### src/rtl/fmult_accum.sv
// fmult_accum: sequential G.726 predictor engine.
//
// Streams NUM_TAPS (coefficient, float signal) pairs through a two-stage
// FMULT pipeline and sums the products modulo 2^16. Taps 0..ZERO_TAPS-1
// form the zero-section estimate SEZ. All taps together form the full
// signal estimate SE.
//
// Ports:
//   CLK      clock, rising edge
//   RESET_N  synchronous active-low reset
//   I_START  one-cycle pulse, begins an estimate (honoured only when idle)
//   I_VALID  a tap is present on I16_TC / I11_FL
//   O_READY  a tap is accepted this cycle when I_VALID is also high
//   I16_TC   coefficient An/Bn, two's complement
//   I11_FL   signal {S, EXP[3:0], MANT[5:0]}
//   O16_WA   last product from stage 1
//   O15_SEZ  SEZI[15:1]
//   O15_SE   SEI[15:1]
//   O_DONE   one-cycle pulse; O15_SEZ and O15_SE are valid
//   O_BUSY   high from START acceptance until DONE
//   O_OVF    sticky signed-overflow flag of the accumulator
//
// Optional feature: define FMULT_ACCUM_OVF_EN to build the overflow flag.
// Without it O_OVF is tied low. The sum always wraps modulo 2^16.

module fmult_accum #(
    parameter int NUM_TAPS  = 8,
    parameter int ZERO_TAPS = 6
) (
    input  logic        CLK,
    input  logic        RESET_N,
    input  logic        I_START,
    input  logic        I_VALID,
    output logic        O_READY,
    input  logic [15:0] I16_TC,
    input  logic [10:0] I11_FL,
    output logic [15:0] O16_WA,
    output logic [14:0] O15_SEZ,
    output logic [14:0] O15_SE,
    output logic        O_DONE,
    output logic        O_BUSY,
    output logic        O_OVF
);

    localparam int CW = (NUM_TAPS > 1) ? $clog2(NUM_TAPS) : 1;
    localparam logic [CW-1:0] LAST_TAP  = CW'(NUM_TAPS - 1);
    localparam logic [CW-1:0] ZERO_LAST = CW'(ZERO_TAPS - 1);

    typedef enum logic [1:0] {
        S_IDLE,
        S_LOAD,
        S_DRAIN,
        S_DONE
    } state_t;

    state_t state, state_next;

    logic          ready;
    logic          accept;
    logic          start_go;
    logic          drain_done;

    logic [CW-1:0] cnt;

    // Input register (accept edge).
    logic          p0_valid;
    logic [CW-1:0] p0_idx;
    logic [15:0]   tap_tc;
    logic [10:0]   tap_fl;

    // Stage 1 register (accept edge + 1).
    logic          p1_valid;
    logic [CW-1:0] p1_idx;
    logic [15:0]   wa_reg;

    // Stage 2 accumulator (accept edge + 2).
    logic [15:0]   acc;
    logic [15:0]   sum;
    logic [14:0]   sezi;

    // FMULT combinational signals.
    logic [15:0]   sh_val;
    logic          an_s;
    logic [12:0]   an_mag;
    logic [3:0]    an_exp;
    logic [5:0]    an_mant;
    logic          w_s;
    logic [4:0]    w_exp;
    logic [7:0]    w_mant;
    logic [14:0]   w_base;
    logic [14:0]   w_mag;
    logic [15:0]   wa;

    //--------------------------------------------------------------------
    // FSM
    //--------------------------------------------------------------------
    always_ff @(posedge CLK) begin
        if (!RESET_N) begin
            state <= S_IDLE;
        end else begin
            state <= state_next;
        end
    end

    always_comb begin
        state_next = state;
        ready      = 1'b0;
        O_BUSY     = 1'b0;
        O_DONE     = 1'b0;
        start_go   = 1'b0;
        drain_done = 1'b0;
        case (state)
            S_IDLE: begin
                if (I_START) begin
                    start_go   = 1'b1;
                    state_next = S_LOAD;
                end
            end
            S_LOAD: begin
                ready  = 1'b1;
                O_BUSY = 1'b1;
                if (I_VALID && (cnt == LAST_TAP)) begin
                    state_next = S_DRAIN;
                end
            end
            S_DRAIN: begin
                O_BUSY = 1'b1;
                // Both pipeline stages empty means the final add has landed.
                if (!p0_valid && !p1_valid) begin
                    drain_done = 1'b1;
                    state_next = S_DONE;
                end
            end
            S_DONE: begin
                O_DONE     = 1'b1;
                state_next = S_IDLE;
            end
            default: begin
                state_next = S_IDLE;
            end
        endcase
    end

    assign O_READY = ready;
    assign accept  = ready && I_VALID;

    //--------------------------------------------------------------------
    // FMULT stage 1 (combinational on the input register)
    //--------------------------------------------------------------------
    always_comb begin
        an_s   = tap_tc[15];
        sh_val = 16'($signed(tap_tc) >>> 2);
        an_mag = an_s ? 13'(16'd0 - sh_val) : 13'(sh_val);

        an_exp = 4'd0;
        for (int unsigned i = 0; i < 13; i++) begin
            if (an_mag[i]) begin
                an_exp = 4'(i + 1);
            end
        end

        if (an_mag == 13'd0) begin
            an_mant = 6'd32;
        end else begin
            an_mant = 6'({an_mag, 6'b000000} >> an_exp);
        end

        w_s    = an_s ^ tap_fl[10];
        w_exp  = {1'b0, an_exp} + {1'b0, tap_fl[9:6]};
        w_mant = 8'((({6'b000000, an_mant} * {6'b000000, tap_fl[5:0]}) + 12'd48) >> 4);
        w_base = {w_mant, 7'b0000000};

        // Truncation to 15 bits implements the &32767 mask.
        if (w_exp > 5'd26) begin
            w_mag = w_base << (w_exp - 5'd26);
        end else begin
            w_mag = w_base >> (5'd26 - w_exp);
        end

        wa = w_s ? (16'd0 - {1'b0, w_mag}) : {1'b0, w_mag};
    end

    assign sum = acc + wa_reg;

    //--------------------------------------------------------------------
    // Datapath
    //--------------------------------------------------------------------
    always_ff @(posedge CLK) begin
        if (!RESET_N) begin
            cnt      <= '0;
            p0_valid <= 1'b0;
            p0_idx   <= '0;
            tap_tc   <= '0;
            tap_fl   <= '0;
            p1_valid <= 1'b0;
            p1_idx   <= '0;
            wa_reg   <= '0;
            acc      <= '0;
            sezi     <= '0;
            O15_SEZ  <= '0;
            O15_SE   <= '0;
        end else begin
            p0_valid <= accept;
            if (accept) begin
                tap_tc <= I16_TC;
                tap_fl <= I11_FL;
                p0_idx <= cnt;
                cnt    <= cnt + 1'b1;
            end

            p1_valid <= p0_valid;
            if (p0_valid) begin
                wa_reg <= wa;
                p1_idx <= p0_idx;
            end

            if (start_go) begin
                acc  <= '0;
                cnt  <= '0;
                sezi <= '0;
            end else if (p1_valid) begin
                acc <= sum;
                if (p1_idx == ZERO_LAST) begin
                    sezi <= sum[15:1];
                end
            end

            if (drain_done) begin
                O15_SEZ <= sezi;
                O15_SE  <= acc[15:1];
            end
        end
    end

    assign O16_WA = wa_reg;

`ifdef FMULT_ACCUM_OVF_EN
    logic ovf;

    always_ff @(posedge CLK) begin
        if (!RESET_N) begin
            ovf <= 1'b0;
        end else if (start_go) begin
            ovf <= 1'b0;
        end else if (p1_valid && (acc[15] == wa_reg[15]) && (sum[15] != acc[15])) begin
            ovf <= 1'b1;
        end
    end

    assign O_OVF = ovf;
`else
    assign O_OVF = 1'b0;
`endif

endmodule

### config.mk
export PLATFORM = sky130hd
export DESIGN_NAME = fmult_accum
export DESIGN_NICKNAME = d
export VERILOG_FILES = /design/src/rtl/fmult_accum.sv
export SDC_FILE = /design/constraint.sdc
export NUM_CORES = 1
export LEC_CHECK = 0
export CELL_PAD_IN_SITES_DETAIL_PLACEMENT = 0
export CELL_PAD_IN_SITES_GLOBAL_PLACEMENT = 1
export CORE_MARGIN = 3
export CORE_UTILIZATION = 44
export CTS_CLUSTER_SIZE = 10
export DETAILED_ROUTE_END_ITERATION = 6
export GPL_ROUTABILITY_DRIVEN = 1
export GPL_TIMING_DRIVEN = 0
export PLACE_DENSITY_LB_ADDON = 0.1
export SLEW_MARGIN = 20
export SYNTH_ARGS = -nofsm -noshare
export SYNTH_HDL_FRONTEND = slang
export SYNTH_SLANG_ARGS = --single-unit
### constraint.sdc
create_clock -name CLK -period 11.1 [get_ports CLK]
set_input_delay 1.11 -clock CLK [delete_from_list [all_inputs] [get_ports CLK]]
set_output_delay 1.11 -clock CLK [all_outputs]
set_load 0.02 [all_outputs]
# After elaboration in Yosys (flattened, before gate mapping)
# Cells that the tools add are included.
dict set report op_classes {
  muxes 28
  shift 3
  multipliers 1
  n_reduce_logical 11
  eq_ne 8
  add_sub_neg 8
  order_cmp 1
  bitwise 2
}
# cell count
set op_table {}
lappend op_table {{4-bit two-way mux} 12}
lappend op_table {{19-bit by 4-bit >> shifter with 6-bit output} 1}
lappend op_table {{16-bit adder} 1}
lappend op_table {{16-bit two-way mux} 1}
lappend op_table {{1-bit by 15-bit subtractor with 16-bit output (first input constant)} 1}
lappend op_table {{15-bit two-way mux} 1}
lappend op_table {{15-bit by 5-bit << shifter with 15-bit output} 1}
lappend op_table {{15-bit by 5-bit >> shifter with 15-bit output} 1}
lappend op_table {{13-bit zero test} 1}
lappend op_table {{13-bit two-way mux} 1}
lappend op_table {{1-bit by 13-bit subtractor with 13-bit output (first input constant)} 1}
lappend op_table {{12-bit by 6-bit adder with 12-bit output (second input constant)} 1}
lappend op_table {{6-bit by 6-bit multiplier with 12-bit output} 1}
lappend op_table {{1-bit two-way mux} 8}
lappend op_table {{2-bit one-hot mux with 4 select lines} 1}
lappend op_table {{3-bit equality test (second input constant)} 2}
lappend op_table {{2-bit two-way mux} 3}
lappend op_table {{6-bit two-way mux} 1}
lappend op_table {{2-bit != test (second input constant)} 3}
lappend op_table {{4-bit by 4-bit adder with 5-bit output} 1}
lappend op_table {{5-bit > comparator (second input constant)} 1}
lappend op_table {{5-bit subtractor (first input constant)} 1}
lappend op_table {{5-bit subtractor (second input constant)} 1}
lappend op_table {{2-bit equality test (second input constant)} 2}
lappend op_table {{other kinds (10)} 14}
dict set report totals {
  ff_bits 117
  output_inout_bits 50
}

# Longest topological paths before layout
# Gate-level depths: netlist of the first run.
dict set report logic_depth {
  ltp_word 23
  mapped_depth 37
  depth_no_buf 36
}

# Worst setup path before layout of the first run
# Ideal clock, no wire load.
dict set report synth_timing {
  path_kind {register to register}
  from {reg tap_tc[2]}
  to {reg wa_reg[14], in the netlist O16_WA[14]}
  path_stages_with_launch 35
  setup_slack_ns 2.369
  setup_ns 0.074
  arrival_ns 8.656
  path_buffers 1
  period_less_slack_ns 8.731
  cell_sequence {dfxtp_1 > clkbuf_1 > inv_1 > ha_1 > or4b_4 > o21ai_0 > xor2_1 > nor2_1 > o311a_2 > nor2_8 > mux4_1 > nor2b_1 > a211oi_2 > and2_1 > fa_1 > inv_1 > fa_1 > fa_1 > inv_1 > fa_1 > inv_1 > fa_1 > nor2b_1 > o21ai_0 > a311oi_4 > nor2_1 > a221oi_1 > o31ai_1 > inv_1 > ha_1 > inv_1 > nor4_4 > nand3_2 > or4_1 > a31oi_1}
}
dict set report synth_via {
  elab_chain_len 23
  word_cells_on_any_way 29
}
# element line
set synth_lines {}
lappend synth_lines {{start, declared} 68} ;# logic [15:0] tap_tc;
lappend synth_lines {{start signal, assigned} 193} ;# tap_tc <= '0;
lappend synth_lines {{start signal, assigned} 205} ;# tap_tc <= I16_TC;
lappend synth_lines {{1-bit by 13-bit subtractor with 13-bit output} 153} ;# an_mag = an_s ? 13'(16'd0 - sh_val) : 13'(sh_val);
lappend synth_lines {{13-bit two-way mux (*)} 153}
lappend synth_lines {{1-bit two-way mux} 157} ;# if (an_mag[i]) begin
lappend synth_lines {{4-bit two-way mux (12 in series)} 157}
lappend synth_lines {{19-bit by 4-bit >> shifter with 6-bit output} 165} ;# an_mant = 6'({an_mag, 6'b000000} >> an_exp);
lappend synth_lines {{6-bit two-way mux} 162} ;# if (an_mag == 13'd0) begin
lappend synth_lines {{6-bit by 6-bit multiplier with 12-bit output} 170} ;# w_mant = 8'((({6'b000000, an_mant} * {6'b000000, tap_fl[5:0]}) + 12'd48) >> 4);
lappend synth_lines {{12-bit by 6-bit adder with 12-bit output} 170}
lappend synth_lines {{15-bit by 5-bit >> shifter with 15-bit output / 15-bit by 5-bit << shifter with 15-bit output (equally long branches)} {177, 175}}
lappend synth_lines {{15-bit two-way mux (*)} 174} ;# if (w_exp > 5'd26) begin
lappend synth_lines {{1-bit by 15-bit subtractor with 16-bit output} 180} ;# wa = w_s ? (16'd0 - {1'b0, w_mag}) : {1'b0, w_mag};
lappend synth_lines {{16-bit two-way mux (*)} 180}
lappend synth_lines {{end signal, assigned} 213} ;# wa_reg <= wa;
lappend synth_lines {{end, declared} 74} ;# logic [15:0] wa_reg;
# Every way passes the cells marked *; elsewhere a longest branch is shown, timed or not.
# A chain may end at the register's enable or synchronous reset.

# Worst setup path in the final report of the first run
# Ends and elaborated chain as after synthesis.

==> results of run 1 <==
-- power groups by stage --
stage,Combinational (mW),Sequential (mW),Clock (mW)
global placement,1.78,0.468,0
finish,1.80,0.459,0.575
detailed placement,1.77,0.468,0
floorplan,1.35,0.464,0
CTS,1.78,0.459,0.584
global route,2.02,0.462,0.603
-- kinds of logic after synthesis --
family | Yosys count | synth area share (%)
flops | 115 | 26.3
simple gates | 452 | 24.4
fa+ha+maj | 75 | 12.4
other cells | 1 | 0.0428
xor+xnor | 45 | 4.80
compound gates | 298 | 23.7
mux | 25 | 3.20
buf+inv | 116 | 5.17
-- layout by cell type (no fill, tap or decap), types with 8 or more instances in the layout --
cell	instances
sky130_fd_sc_hd__and2_1	18
sky130_fd_sc_hd__xor2_1	15
sky130_fd_sc_hd__o21a_1	8
sky130_fd_sc_hd__nand2b_1	11
sky130_fd_sc_hd__fa_1	20
sky130_fd_sc_hd__nor2_1	82
sky130_fd_sc_hd__clkbuf_16	17
sky130_fd_sc_hd__o211ai_1	11
sky130_fd_sc_hd__o21ai_0	40
sky130_fd_sc_hd__o31ai_1	9
sky130_fd_sc_hd__a31oi_1	11
sky130_fd_sc_hd__nor3_1	24
sky130_fd_sc_hd__nor4_1	8
sky130_fd_sc_hd__xnor2_1	28
sky130_fd_sc_hd__mux2i_1	22
sky130_fd_sc_hd__a21oi_1	106
sky130_fd_sc_hd__ha_1	55
sky130_fd_sc_hd__nand2_1	212
sky130_fd_sc_hd__nand3_1	18
sky130_fd_sc_hd__nor2b_1	21
sky130_fd_sc_hd__clkdlybuf4s50_1	76
sky130_fd_sc_hd__a211oi_1	12
sky130_fd_sc_hd__and3_1	10
sky130_fd_sc_hd__inv_1	59
sky130_fd_sc_hd__dfxtp_1	115
sky130_fd_sc_hd__clkbuf_1	41
-- registers in the layout (all words and copies together), names as in the netlist, 11 cells and up --
| register | flops |
|---|---|
| tap_tc | 14 |
| sezi | 15 |
| acc | 16 |
| tap_fl | 11 |
| O16_WA | 16 |
| O15_SE | 15 |
| O15_SEZ | 15 |
-- synthesized netlist by cell type, types with 4 or more instances --
master,instances
sky130_fd_sc_hd__nand2_1,212
sky130_fd_sc_hd__a21boi_0,6
sky130_fd_sc_hd__mux2i_1,22
sky130_fd_sc_hd__a41oi_1,4
sky130_fd_sc_hd__a21o_1,5
sky130_fd_sc_hd__xor2_1,15
sky130_fd_sc_hd__o2111ai_1,5
sky130_fd_sc_hd__o211ai_1,11
sky130_fd_sc_hd__nor2b_1,21
sky130_fd_sc_hd__nand3_1,18
sky130_fd_sc_hd__buf_1,7
sky130_fd_sc_hd__or3_1,4
sky130_fd_sc_hd__o221ai_1,4
sky130_fd_sc_hd__a22oi_1,5
sky130_fd_sc_hd__nor3_1,24
sky130_fd_sc_hd__o22ai_1,6
sky130_fd_sc_hd__ha_1,55
sky130_fd_sc_hd__a31oi_1,11
sky130_fd_sc_hd__xnor2_1,28
sky130_fd_sc_hd__a211oi_1,12
sky130_fd_sc_hd__dfxtp_1,115
sky130_fd_sc_hd__nand2b_1,11
sky130_fd_sc_hd__a21oi_1,106
sky130_fd_sc_hd__nor4_1,9
sky130_fd_sc_hd__nor2_1,82
sky130_fd_sc_hd__and3_1,10
sky130_fd_sc_hd__inv_1,59
sky130_fd_sc_hd__or2_2,7
sky130_fd_sc_hd__nand4_1,6
sky130_fd_sc_hd__o41ai_1,4
sky130_fd_sc_hd__o32ai_1,5
sky130_fd_sc_hd__o21a_1,8
sky130_fd_sc_hd__clkbuf_1,41
sky130_fd_sc_hd__or4_1,4
sky130_fd_sc_hd__o31ai_1,9
sky130_fd_sc_hd__fa_1,20
sky130_fd_sc_hd__o21bai_1,5
sky130_fd_sc_hd__o21ai_0,40
sky130_fd_sc_hd__and2_1,18
-- cell type report --
class / count / area [µm²]
clock inverter: 15 / 188
clock buffer: 17 / 425
fill: 1899 / 8680
buffer: 53 / 216
timing repair buffer: 76 / 761
sequential: 115 / 2300
inverter: 63 / 236
multi-input combinational: 896 / 6010
tap: 260 / 325
-- final timing paths --
path	from	endpoint	cells after the start
setup reg to reg	tap_tc[2]$_SDFFE_PN0P_	O16_WA[14]$_SDFFE_PN0P_	34
hold / removal	O15_SE[6]$_SDFFE_PN0P_	O15_SE[6]$_SDFFE_PN0P_	2
setup / recovery	tap_tc[2]$_SDFFE_PN0P_	O16_WA[14]$_SDFFE_PN0P_	34
hold reg to reg	O15_SE[6]$_SDFFE_PN0P_	O15_SE[6]$_SDFFE_PN0P_	2
-- per-layer routing --
layer	track usage [%]	vias up	share of wire [%]	wire length (µm)
li1	-	4179	-	-
met1	35.8	3932	51	13100
met2	35.5	219	42	10800
met3	4.41	22	5.4	1380
met4	5.36	0	1.2	305
met5	0	-	0	0
-- worst max-delay path: cells and delay by family, from the launching register on --
family          cells  cell delay, ns
fa+ha+maj           7            2.87
flops               1            0.30
simple gates        8            2.26
xor+xnor            1            0.34
compound gates     11            3.57
buf+inv             7            0.77
==> impl_metrics.json, run 1 <==
{
  "internal_power_mw": 1.39,
  "root_buffer": "sky130_fd_sc_hd__clkbuf_16",
  "routed-via-count": 8352,
  "wire_length_of_the_first_global_routing_pass_um": 42000,
  "finalPower_mw": 2.84,
  "number_of_antenna_repair_diodes": 0,
  "cts_inserted_buffers": 17,
  "period_minus_slack_ns": 10.21,
  "synthesis.nets": 1233,
  "routed_wire_length_per_instance_um": 17.1,
  "relSlewSlack_pct": 38.0,
  "endpoint_kind": "register",
  "yosys.cell_types.count": 103,
  "grt_overflow": 0,
  "setup.worst_path.class": "reg -> reg",
  "timing.final.setup_violations": 0,
  "power_leakage_nw": 4.00,
  "mappedNetlistArea_um2": 8760,
  "die_h_um": 147,
  "vdd.ir_drop.worst_mv": 0.252,
  "fin_tns_setup_ns": 0,
  "pwr-share-comb_pct": 63.5,
  "detailed_place.area_um2": 9850,
  "clock_latency_ns": 0.42,
  "layout.core_utilization_pct": 54.7,
  "place.detailed.hpwl_um": 19700,
  "share_clk_of_total_power_pct": 20.3,
  "core_um2": 19100,
  "switchingPower_mw": 1.45,
  "crit_path_start_kind": "register",
  "edff_count_synth": 0,
  "synth_top_area_share_pct": 26.3,
  "post_cts.repair.setup_buffers": 0,
  "power.switching_fraction_pct": 51.0,
  "timing_hold_violations_final": 0,
  "hold_slack_ns": 0.451,
  "initial_antenna_violation_count": 0,
  "detail_route.first_pass.iterations": 5,
  "cts.sink_count": 115,
  "final_nets": 1328,
  "instances_no_fill": 1495,
  "timing.hold.worst.class": "reg -> reg",
  "ys_seq_elements": 115,
  "tightest_slew_ns": 0.922,
  "asyncSetResetFlopFracSynth_pct": 0,
  "synth_sequential_area_ratio_pct": 26.3,
  "synthCells": 1127,
  "pin_count": 81,
  "yosys.area.top_type": "sky130_fd_sc_hd__dfxtp_1",
  "dpl_worst_slack_ns": 1.01,
  "drt.antenna.violating_nets": 0,
  "synth.area.top_cells": "sky130_fd_sc_hd__dfxtp_1, sky130_fd_sc_hd__nand2_1, sky130_fd_sc_hd__ha_1",
  "clkTransAtPathRegs_ns": 0.06,
  "dieArea_um2": 21600,
  "cts_repair_resize_count": 0,
  "grt.total_usage_pct": 23.9,
  "run_status": "completed",
  "cp_common_cell": "sky130_fd_sc_hd__inv_1",
  "fmaxAchievable_ghz": 0.0980,
  "power.density_cell_area_nw_per_um2": 271,
  "via_count_of_the_first_global_routing_pass": 7845,
  "finalInstanceArea_um2": 10500,
  "max-cap-violations": 0,
  "primary_flip_flop_cell_chosen_by_synthesis_mapping": "sky130_fd_sc_hd__dfxtp_1",
  "place.detailed.instances": 1463,
  "final_max_slew_viol_count": 0,
  "timing.critical_path.slowest_stage_cell": "sky130_fd_sc_hd__a221oi_1",
  "gpl.final_weighted_congestion": 0.916,
  "ctsHoldBuffers": 0,
  "portion_of_total_power_attributed_to_sequential_cells_pct": 16.2,
  "rows": 50,
  "floorplan.initialDensity_pct": 45.8,
  "clock_tree.htree_level_count": 4,
  "largest_net_degree_at_the_start_of_global_routing": 17,
  "synthToLayoutAreaGrowth_pct": 19.5,
  "r2r_setup_slack_ns": 0.89,
  "cp_data_arrival_time_ns": 10.55,
  "grt_setup_unrepaired": "no",
  "worstPathRequired_ns": 11.44,
  "routed_wirelength_um": 25500,
  "viasPerCell": 5.59,
  "die_w_um": 147,
  "avgSynthCellArea_um2": 7.77,
  "drc_viols": 0,
  "dr.first_iter.drc_count": 535,
  "io_buffers": 76,
  "post_route_cells_drive_above_1_share_pct": 6.80,
  "finalWorstSetupSlack_ns": 0.893,
  "final_worst_path_period_share_pct": 92.0,
  "finClkSkew_ns": 0.0103,
  "ys_warn_count": 0,
  "critical_path_peak_fanout": 10,
  "clock_tree_from_tritoncts": "yes",
  "clock_path_buffers": 2,
  "critical-path-max-stage-delay_ns": 0.59
}
No activity file was read; power rests on OpenSTA's default activity.
==> inputs of run 2 (changes only) <==
--- a/config.mk
+++ b/config.mk
@@ -18,3 +18,4 @@
 export SYNTH_ARGS = -nofsm -noshare
 export SYNTH_HDL_FRONTEND = slang
 export SYNTH_SLANG_ARGS = --single-unit
+export TNS_END_PERCENT = 50
==> results of run 2 <==
Same layout as run 1: the final DEF is identical, and so are final timing and power.
==> inputs of run 3 (changes only) <==
--- a/config.mk
+++ b/config.mk
@@ -14,6 +14,7 @@
 export GPL_ROUTABILITY_DRIVEN = 1
 export GPL_TIMING_DRIVEN = 0
 export PLACE_DENSITY_LB_ADDON = 0.1
+export SETUP_SLACK_MARGIN = 0.02
 export SLEW_MARGIN = 20
 export SYNTH_ARGS = -nofsm -noshare
 export SYNTH_HDL_FRONTEND = slang
==> results of run 3 <==
Same layout as run 1: the final DEF is identical, and so are final timing and power.
